[config.mk]
export PLATFORM = sky130hd
export DESIGN_NAME = tdm_demux_sched
export DESIGN_NICKNAME = d
export VERILOG_FILES = /design/src/rtl/tdm_demux_sched.sv
export SDC_FILE = /design/constraint.sdc
export NUM_CORES = 1
export LEC_CHECK = 0
export CORE_ASPECT_RATIO = 1.75
export CORE_MARGIN = 1
export CORE_UTILIZATION = 35
export CTS_CLUSTER_DIAMETER = 50
export DETAILED_ROUTE_END_ITERATION = 8
export DONT_BUFFER_PORTS = 1
export GPL_ROUTABILITY_DRIVEN = 1
export SLEW_MARGIN = 40
export SYNTH_ARGS = -nofsm -noshare
export SYNTH_HDL_FRONTEND = slang
export SYNTH_SLANG_ARGS = --single-unit
[constraint.sdc]
create_clock -name clk -period 3 [get_ports clk]
set_input_delay 0.6 -clock clk [delete_from_list [all_inputs] [get_ports clk]]
set_output_delay 0.6 -clock clk [all_outputs]
set_load 0.05 [all_outputs]
[src/rtl/tdm_demux_sched.sv]
// Round-robin TDM scheduler for the 1x8 demux path: steers each accepted serial bit
// to the next enabled channel, holds a per-channel data bank and counts completed frames.
module tdm_demux_sched #(
  parameter int NCH  = 8,
  parameter int SELW = 3,
  parameter int CNTW = 8
) (
  input  logic            clk,
  input  logic            rst,
  input  logic            en,
  input  logic [NCH-1:0]  ch_mask,
  input  logic            I,
  input  logic            in_valid,
  output logic            in_ready,
  output logic [SELW-1:0] s,
  output logic [NCH-1:0]  y,
  output logic [NCH-1:0]  y_valid,
  output logic            frame_done,
  output logic [CNTW-1:0] frame_cnt
);

  typedef enum logic {IDLE = 1'b0, RUN = 1'b1} state_t;

  state_t          state_q, state_d;
  logic [SELW-1:0] s_q, s_d;
  logic [NCH-1:0]  y_q, y_d;
  logic [NCH-1:0]  y_valid_q, y_valid_d;
  logic            frame_done_q, frame_done_d;
  logic [CNTW-1:0] frame_cnt_q, frame_cnt_d;
  logic [NCH-1:0]  mask_q, mask_d;
  logic            last_ch_s;

  function automatic logic [SELW-1:0] lowest_bit(input logic [NCH-1:0] m);
    logic [SELW-1:0] r;
    r = {SELW{1'b0}};
    for (int i = NCH - 1; i >= 0; i--) begin
      if (m[i]) r = i[SELW-1:0];
    end
    return r;
  endfunction

  // Lowest set bit strictly above cur; gaps in the mask collapse to one step.
  function automatic logic [SELW-1:0] next_bit(input logic [NCH-1:0] m, input logic [SELW-1:0] cur);
    logic [SELW-1:0] r;
    r = cur;
    for (int i = NCH - 1; i >= 0; i--) begin
      if (m[i] && (i > int'(cur))) r = i[SELW-1:0];
    end
    return r;
  endfunction

  assign last_ch_s = ((mask_q >> s_q) == {{(NCH-1){1'b0}}, 1'b1});

  // Next-state computation for the scheduler and its output registers.
  always_comb begin
    state_d      = state_q;
    s_d          = s_q;
    y_d          = y_q;
    y_valid_d    = {NCH{1'b0}};
    frame_done_d = 1'b0;
    frame_cnt_d  = frame_cnt_q;
    mask_d       = mask_q;
    case (state_q)
      IDLE: begin
        if (en && (ch_mask != {NCH{1'b0}})) begin
          state_d = RUN;
          mask_d  = ch_mask;
          s_d     = lowest_bit(ch_mask);
        end else begin
          state_d = IDLE;
        end
      end
      RUN: begin
        if (in_valid) begin
          y_d[s_q]  = I;
          y_valid_d = {{(NCH-1){1'b0}}, 1'b1} << s_q;
          if (last_ch_s) begin
            frame_done_d = 1'b1;
            frame_cnt_d  = frame_cnt_q + {{(CNTW-1){1'b0}}, 1'b1};
            if (en && (ch_mask != {NCH{1'b0}})) begin
              mask_d = ch_mask;
              s_d    = lowest_bit(ch_mask);
            end else begin
              state_d = IDLE;
              s_d     = {SELW{1'b0}};
            end
          end else begin
            s_d = next_bit(mask_q, s_q);
          end
        end else begin
          s_d = s_q;
        end
      end
      default: begin
        state_d = IDLE;
        s_d     = {SELW{1'b0}};
      end
    endcase
  end

  // State and output registers with synchronous reset.
  always_ff @(posedge clk) begin
    if (rst) begin
      state_q      <= IDLE;
      s_q          <= {SELW{1'b0}};
      y_q          <= {NCH{1'b0}};
      y_valid_q    <= {NCH{1'b0}};
      frame_done_q <= 1'b0;
      frame_cnt_q  <= {CNTW{1'b0}};
      mask_q       <= {NCH{1'b0}};
    end else begin
      state_q      <= state_d;
      s_q          <= s_d;
      y_q          <= y_d;
      y_valid_q    <= y_valid_d;
      frame_done_q <= frame_done_d;
      frame_cnt_q  <= frame_cnt_d;
      mask_q       <= mask_d;
    end
  end

  assign in_ready   = (state_q == RUN);
  assign s          = s_q;
  assign y          = y_q;
  assign y_valid    = y_valid_q;
  assign frame_done = frame_done_q;
  assign frame_cnt  = frame_cnt_q;

endmodule

Yosys cells after proc, flatten, opt, wreduce, memory -nomap -nowiden

Cells that the tools add are included.

Register bits after elaboration: 37
Output and inout port bits: 29
Bits of input ports: 13

Magnitude comparators: 9
Shift-type cells: 2
Reduce and logical (&&, ||, !) cells: 15
Bitwise operators: 2
Equal/unequal tests: 5
Add/sub/neg operators: 1
Muxes and demuxes: 32

Operator list:

| kind                                                               | number |
|---|---|
| 2-to-1 mux 3 bit                                                   | 19 |
| 2-to-1 mux 8 bit                                                   | 3 |
| case mux 8 bit (2 select lines)                                    | 1 |
| greater-than comparator 3 bit (first input constant)               | 4 |
| logical AND 1 bit                                                  | 9 |
| != test 9 x 1 -> 1 bit (second input constant)                     | 1 |
| adder 8 x 1 -> 8 bit (second input constant)                       | 1 |
| bitwise mux 8 bit                                                  | 1 |
| == test 8 x 1 -> 1 bit (second input constant)                     | 1 |
| nonzero test 8 bit                                                 | 1 |
| << shifter 1 x 3 -> 8 bit (first input constant)                   | 1 |
| right shift 8 x 3 -> 8 bit                                         | 1 |
| greater-than comparator 2 x 3 -> 1 bit (first input constant)      | 2 |
| case mux 3 bit (2 select lines)                                    | 1 |
| AND reduction 3 bit                                                | 2 |
| 2-to-1 mux 1 bit                                                   | 5 |
| < comparator 3 x 4 -> 1 bit (second input constant)                | 1 |
| != test 2 bit (second input constant)                              | 2 |
| AND reduction 2 bit                                                | 2 |
| demux 1 bit (select 3 bit)                                         | 1 |
| greater-or-equal comparator 3 x 1 -> 1 bit (second input constant) | 1 |
| greater-than comparator 1 x 3 -> 1 bit (first input constant)      | 1 |
| OR reduction 3 bit                                                 | 1 |
| != test 2 x 1 -> 1 bit (second input constant)                     | 1 |
| 2 further kinds                                                    | 3 |

Logic depth before layout (Yosys ltp)

Gate-level depths: netlist of run 1.

Depth in word-level cells: 12
Mapped depth: 10
Depth with buffers taken out: 7

Worst setup path before layout of run 1

Ideal clock, no wire load.

Path type: reg-to-reg
Start point: register s_q[0] (netlist: s[0])
End point: register mask_q[7]
Buffers on the path: 2
Period minus slack after synthesis: 2.637 ns
Library setup time: 0.128 ns
Cell stages (with the launch flop): 10
Arrival time: 2.509 ns
Slack: 0.363 ns
Path through: dfxtp_1 buf_2 or2_2 clkbuf_1 o22ai_1 a21oi_1 a21oi_4 o41ai_4 mux2i_1 nor2_1

Word-level cells in the longest chain between the ends: 4

RTL lines:

| what                                    | RTL line | source |
|---|---|---|
| start, declared                         | 25       | `logic [SELW-1:0] s_q, s_d;` |
| start signal, assigned                  | 105      | `s_q <= {SELW{1'b0}};` |
| right shift 8 x 3 -> 8 bit              | 52       | `assign last_ch_s = ((mask_q >> s_q) == {{(NCH-1){1'b0}}, 1'b1});` |
| == test 8 x 1 -> 1 bit                  | 52       |  |
| != test 2 x 1 -> 1 bit (no source line) | --       |  |
| AND reduction 2 bit (no source line)    | --       |  |
| end signal, assigned                    | 110      | `mask_q <= {NCH{1'b0}};` |
| end signal, assigned                    | 118      | `mask_q <= mask_d;` |
| end, declared                           | 30       | `logic [NCH-1:0] mask_q, mask_d;` |

No other way between the ends.
A chain may end at the register's enable or synchronous reset.

Worst setup path in the final report of run 1

Start point: register s_q[0] (netlist: s[0])
End point: register s_q[2] (netlist: s[2])

Word-level cells in the longest chain between the ends: 11

RTL lines:

| what                            | RTL line | source |
|---|---|---|
| greater-than comparator 3 bit   | 47       | `if (m[i] && (i > int'(cur))) r = i[SELW-1:0];` |
| logical AND 1 bit               | 47       |  |
| 2-to-1 mux 3 bit (6 in a row)   | 47       |  |
| 2-to-1 mux 3 bit                | 77       | `if (last_ch_s) begin` |
| 2-to-1 mux 3 bit                | 74       | `if (in_valid) begin` |
| case mux 3 bit (2 select lines) | 63       | `case (state_q)` |

Parallel ways exist; a longest one is shown, timed or not. The select of a mux whose other input is x is not followed.

==> results of run 1 <==
flip-flops by register name, summed over array words and instances, names as in the netlist:
signal      count
frame_done      1
y               8
y_valid         8
s               3
frame_cnt       8
in_ready        1
mask_q          8
cell families (layout without fill, tap and decap cells):
| logic type | Yosys count | count (layout) | synth area share |
|---|---|---|---|
| AND/OR/NAND/NOR | 101 | 101 | 0.250 |
| AO/OA/AOI/OAI | 61 | 61 | 0.211 |
| flip-flops | 37 | 37 | 0.378 |
| buffers and inverters | 25 | 28 | 0.0587 |
| multiplexers | 15 | 15 | 0.0785 |
| XOR/XNOR | 4 | 4 | 0.0179 |
| adder cells (fa/ha/maj) | 1 | 1 | 0.00638 |
area by class of cell:
| type | instances | area (µm²) | area share |
|---|---|---|---|
| clock buffers | 7 | 96.3 | 0.0448 |
| well taps | 74 | 92.6 | 0.0430 |
| flip-flops and latches | 37 | 741 | 0.344 |
| repair buffers | 10 | 75.1 | 0.0349 |
| inverters | 10 | 37.5 | 0.0175 |
| clock inverters | 1 | 5.00 | 0.00233 |
| multi-input cells | 182 | 1100 | 0.513 |
critical path: cells and delay by family, from the launching register on:
| kind | cells | cell delay (ns) |
|---|---|---|
| AOI/OAI and AO/OA | 5 | 1.33 |
| buffers and inverters | 1 | 0.24 |
| muxes | 2 | 0.63 |
| DFF | 1 | 0.53 |
path summary, 6_finish.rpt:
| check | from | to | slack (ns) |
|---|---|---|---|
| hold reg to reg | mask_q[0] | mask_q[0] | 0.49 |
| hold / removal | rst | y[7] | 0.37 |
| setup reg to reg | s[0] | s[2] | 0.20 |
| setup / recovery | s[0] | s[2] | 0.20 |
metal layers:
layer | share of wire | track usage | vias to the layer above
li1 | - | - | 857
met1 | 0.41 | 0.205 | 817
met2 | 0.51 | 0.290 | 59
met3 | 0.059 | 0.0526 | 7
met4 | 0.016 | 0.0604 | 0
met5 | 0 | 0 | -
Yosys cell counts, types with 3 or more instances:
library cell,count
nand2_1,23
nor3_1,8
nand2b_1,4
or2_2,3
mux2i_1,12
nor2b_1,8
buf_2,5
nor2_1,38
nand3_1,4
o21ai_0,12
o31ai_1,3
inv_1,10
a21oi_1,21
dfxtp_1,37
xnor2_1,3
clkbuf_1,7
stage by stage:
stage               setup WS (ns)  instances  total power, µW
global route              0.00985        321             1360
detailed placement          0.230        313              919
CTS                         0.216        321             1300
global placement            0.325        313              914
finish                      0.201        321             1290
floorplan                   0.363        244              869
power groups by stage:
stage	Clock (µW)	Sequential [µW]	Combinational, µW
after floorplan	0	585	284
after global placement	0	593	322
after detailed placement	0	593	326
after CTS	394	581	326
after global routing	415	587	357
final	381	583	328
==> summary.md, run 1 <==
| Metric | Value |
|---|---|
| Core footprint | `5340 µm²` |
| Clk_lat worst skew | `0.29 ns` |
| R2R depth | `8` |
| Leak | `0.000785 µW` |
| Reg power frac | `0.451` |
| Crit-path max FO | `10` |
| Via density | `5.42` |
| Area post-placement | `2050 µm²` |
| Final setup vio count | `0` |
| Max Freq | `357 MHz` |
| RSZ-0062 raised after global routing | `false` |
| Synthesized flop and latch total | `37` |
| Routed vias | `1740` |
| Pwr dens | `601 nW/µm²` |
| Setup_tns | `0 ns` |
| Mapped Nets | `258` |
| Fillers | `564` |
| Die height | `101 µm` |
| Drt wl/cell | `15.1 µm` |
| Post-layout util | `0.403` |
| Slowest CP cell | `o21ai_0` |
| CTS Hold Bufs | `0` |
| Hold Violations, Final | `0` |
| Max-Cap Viols | `0` |
| Most common cell after layout, fill and taps aside | `nor2_1` |
| Largest net degree at the start of global routing | `34` |
| Area grow syn2layout | `9.77%` |
| Worst clock skew | `0.00882 ns` |
| Top FF cell, synth | `dfxtp_1` |
| Port bufs | `0` |
| Slowest stage delay, CP | `0.57 ns` |
| Register area share after synthesis | `0.378` |
| Total grt overflow | `0` |
| Initial Utilization | `0.367` |
| Internal Power | `850 µW` |
| Total GRT Usage | `0.173` |
| Diode count | `0` |
| # nets final | `260` |
| CTS buffer count | `5` |
| EDFF count, synth | `0` |
| Synth area leaders | `dfxtp_1 (38%), nor2_1 (7.3%), mux2i_1 (6.1%)` |
| Final Instance Area | `2150 µm²` |
| Share of cells above drive strength 1 | `0.117` |
| Relative slew slack | `0.566` |
| Clock transition at path regs | `0.07 ns` |
| Post-DP HPWL | `3.58 mm` |
| Fraction of registers with async set/reset | `0` |
| First-pass detailed-route iteration total | `4` |
| YS warnings | `0` |
| Post-Synthesis Cell Area | `1960 µm²` |
| Root Buffer | `clkbuf_8` |
| Drc violations | `0` |
| Num ports | `42` |
| Synth top area share | `0.378` |
| CTS resizes | `0` |
| Syn_area_per_cell | `8.03 µm²` |
| Clk pwr share | `0.295` |
| Period Utilization, post-route | `0.933` |
| Hold Crit Class | `input port to flop` |
| RD Place Congestion | `0.915` |
| Number of global-route vias before repair | `1595` |
| Mapped Cells | `244` |
| WHS | `0.374 ns` |
| H-tree Lvls | `2` |
| Post CTS Setup Buffer Count | `0` |
| Total routed wirelength | `4.85 mm` |
| Row count | `35` |
| Status | `completed` |
| Worst setup EP type | `flop` |
| Net load switching power | `442 µW` |
| Final slew viol count | `0` |
| CP startpoint kind | `flop` |
| Die X | `58.6 µm` |
| Most frequent cells in the layout | `nor2_1 (38), dfxtp_1 (37), nand2_1 (23), a21oi_1 (21)` |
| Worst vdd ir | `254 µV` |
| DR iter-0 viols | `114` |
| Netlist cell types | `51` |
| Setup CP Type | `flop to flop` |
| CTS tree | `done` |
| Power share of the combinational group | `0.254` |
| DIE AREA | `5910 µm²` |
| Cell taking the most area after synthesis | `dfxtp_1` |
| Max clock buf depth | `2` |
| Crit-path cells | `buf_4, mux2i_1, a32o_1, a31oi_1, a211o_1, o21ai_0, mux2_2, a21oi_1` |
| Antenna violations before repair | `0` |
| Arr. time, crit path | `3.02 ns` |
| DRT antenna net count | `0` |
| Global-route wire length before repair | `7.85 mm` |
| Switch share | `0.342` |
| Minimum clock period | `2.80 ns` |
| WP data required | `3.23 ns` |
| Worst-Margin Slew | `0.644 ns` |
| WHS Path Cells | `1` |
| CTS Sinks | `37` |
Note: power is estimated with default switching activity, not from simulation.
==> inputs of run 2 (changes only) <==
--- a/config.mk
+++ b/config.mk
@@ -7,11 +7,13 @@
 export LEC_CHECK = 0
 export CORE_ASPECT_RATIO = 1.75
 export CORE_MARGIN = 1
-export CORE_UTILIZATION = 35
+export CORE_UTILIZATION = 65
+export CTS_BUF_LIST = sky130_fd_sc_hd__clkbuf_4 sky130_fd_sc_hd__clkbuf_8
 export CTS_CLUSTER_DIAMETER = 50
 export DETAILED_ROUTE_END_ITERATION = 8
 export DONT_BUFFER_PORTS = 1
 export GPL_ROUTABILITY_DRIVEN = 1
+export PLACE_DENSITY = 0.81
 export SLEW_MARGIN = 40
 export SYNTH_ARGS = -nofsm -noshare
 export SYNTH_HDL_FRONTEND = slang
==> summary.md, run 2 (same netlist as run 1, synthesis figures left out) <==
| Metric | Value |
|---|---|
| Status | `finished with violations` |
| Failing checks | `design-rule violations` |
| Clock transition at path regs | `0.07 ns (about the same)` |
| DRT antenna net count | `0 (unchanged)` |
| Clk pwr share | `0.255 (-0.040)` |
| RD Place Congestion | `0.925 (+0.99%)` |
| Reg power frac | `0.481 (+0.030)` |
| Relative slew slack | `0.529 (-0.0370)` |
| Crit-path cells | `nor2b_1, o21bai_1, a21oi_1, a2111oi_0, o21ai_0, or2_2, a311oi_1` |
| Max clock buf depth | `2 (unchanged)` |
| Row count | `26 (-26%)` |
| Global-route wire length before repair | `6.57 mm (-16%)` |
| Minimum clock period | `2.81 ns (+0.0104 ns)` |
| R2r startpoint | `s[0]` |
| # nets final | `258 (-0.77%)` |
| Total routed wirelength | `4.21 mm (-13%)` |
| First-pass detailed-route iteration total | `6 (+2)` |
| Pwr dens | `591 nW/µm² (-1.6%)` |
| Max Freq | `356 MHz (-0.37%)` |
| Worst setup EP type | `flop` |
| Die X | `43.5 µm (-26%)` |
| Setup_tns | `0 ns (unchanged)` |
| Port bufs | `0 (unchanged)` |
| Root Buffer | `clkbuf_8` |
| Power share of the combinational group | `0.264 (+0.010)` |
| Num ports | `42 (unchanged)` |
| Post-DP HPWL | `3.16 mm (-12%)` |
| Worst clock skew | `0.00491 ns (-0.00391 ns)` |
| Reg-to-Reg End | `s[0]` |
| Worst-Margin Slew | `0.689 ns (+0.0445 ns)` |
| Net load switching power | `419 µW (-5.1%)` |
| Initial Utilization | `0.677 (+0.310)` |
| RSZ-0062 raised after global routing | `false` |
| WHS Path Cells | `1 (unchanged)` |
| Drt wl/cell | `15.5 µm (+3.0%)` |
| Leak | `0.000760 µW (-3.2%)` |
| CTS tree | `done` |
| CTS Sinks | `37 (unchanged)` |
| Reg2Reg Setup Slack | `0.19 ns (about the same)` |
| Clk_lat worst skew | `0.29 ns (about the same)` |
| Worst Hold End | `frame_cnt[6]` |
| Final Instance Area | `2050 µm² (-4.7%)` |
| WP data required | `3.19 ns (-0.04 ns)` |
| Total GRT Usage | `0.272 (+0.0988)` |
| Via density | `6.39 (+18%)` |
| DIE AREA | `3250 µm² (-45%)` |
| CTS buffer count | `5 (unchanged)` |
| Crit path buf inv count | `0 (-1)` |
| CP startpoint kind | `flop` |
| DR iter-0 viols | `69 (-39%)` |
| R2R depth | `7 (-1)` |
| Routed vias | `1733 (-0.40%)` |
| Fillers | `234 (-59%)` |
| Max-Cap Viols | `0 (unchanged)` |
| Hold Violations, Final | `0 (unchanged)` |
| Slowest CP cell | `dfxtp_1` |
| Switch share | `0.346 (+0.00400)` |
| Slowest stage delay, CP | `0.73 ns (+0.16 ns)` |
| Area post-placement | `1980 µm² (-3.5%)` |
| Arr. time, crit path | `3.00 ns (-0.02 ns)` |
| Internal Power | `793 µW (-6.7%)` |
| Worst path top cell family by delay | `compound AO/OA/AOI/OAI gates` |
| CTS Hold Bufs | `0 (unchanged)` |
| Hold Path Origin | `rst` |
| Total grt overflow | `0 (unchanged)` |
| Period Utilization, post-route | `0.936 (+0.00346)` |
| Drc violations | `14 (+14)` |
| Die height | `74.6 µm (-26%)` |
| Most frequent cells in the layout | `nor2_1 (38), dfxtp_1 (37), nand2_1 (23), a21oi_1 (21), mux2i_1 (12)` |
| Most common cell after layout, fill and taps aside | `nor2_1` |
| Area grow syn2layout | `4.66%` |
| Worst vdd ir | `505 µV (+99%)` |
| H-tree Lvls | `2 (unchanged)` |
| Largest net degree at the start of global routing | `34 (unchanged)` |
| Setup CP Type | `flop to flop` |
| Diode count | `0 (unchanged)` |
| Hold Crit Class | `input port to flop` |
| Antenna violations before repair | `0 (unchanged)` |
| Number of global-route vias before repair | `1564 (-1.9%)` |
| Final setup vio count | `0 (unchanged)` |
| Share of cells above drive strength 1 | `0.103 (-0.0145)` |
| Crit-path max FO | `19 (+9)` |
| Core footprint | `2900 µm² (-46%)` |
| Final slew viol count | `0 (unchanged)` |
[run 2: cell count changes in the layout (fill, tap and decap cells not counted)]
cell	change
buf_4	-2
o21ai_1	+1
o21ai_0	-1
clkbuf_8	-2
[run 2: power by group through the flow]
stage	clock network [µW]	registers (µW)	logic, µW
after floorplan	0	585	284
after global routing	338	588	346
final	309	583	320
after global placement	0	592	313
after CTS	314	582	317
after detailed placement	0	592	316
[run 2: layout make-up]
type                       count  area (µm²)  share of cell area
clock buffer                   5        68.8              0.0336
clock inverter                 1        5.00             0.00244
inverter                      10        37.5              0.0183
multi-input combinational    182        1100               0.538
sequential                    37         741               0.361
tap                           28        35.0              0.0171
timing repair buffer           8        60.1              0.0293
[run 2: layer usage]
metal,part of all wire,up-vias,global-route usage
met5,0,-,0
met4,0.028,0,0.149
met3,0.052,13,0.0743
met2,0.55,60,0.500
met1,0.37,804,0.270
li1,-,856,-
[run 2: worst max-delay path by stage]
stage                     startpoint         to  depth (start not counted)
after floorplan                 s[0]  mask_q[7]                          9
after global placement          s[0]       s[0]                          7
after detailed placement        s[0]       s[2]                          7
after CTS                       s[0]       s[2]                          7
after global routing            s[0]       s[0]                          7
final                           s[0]       s[0]                          7
[run 2: metrics by stage]
stage	total power, µW	hold WS (ns)	std cells	util	setup slack [ns]
floorplan	869	0.452	244	-	0.363
global placement	905	0.468	265	0.683	0.288
detailed placement	908	0.481	265	0.683	0.296
CTS	1210	0.372	271	0.708	0.243
global route	1270	0.360	271	0.708	0.0987
finish	1210	0.383	271	0.708	0.191
[run 2: timing repair]
item | 4_1_cts | 5_1_grt
hold endpoints to repair | 0 | 0
gates resized for setup | 0 | 1
setup endpoints to repair | 0 | 2
setup buffers | 0 | 0
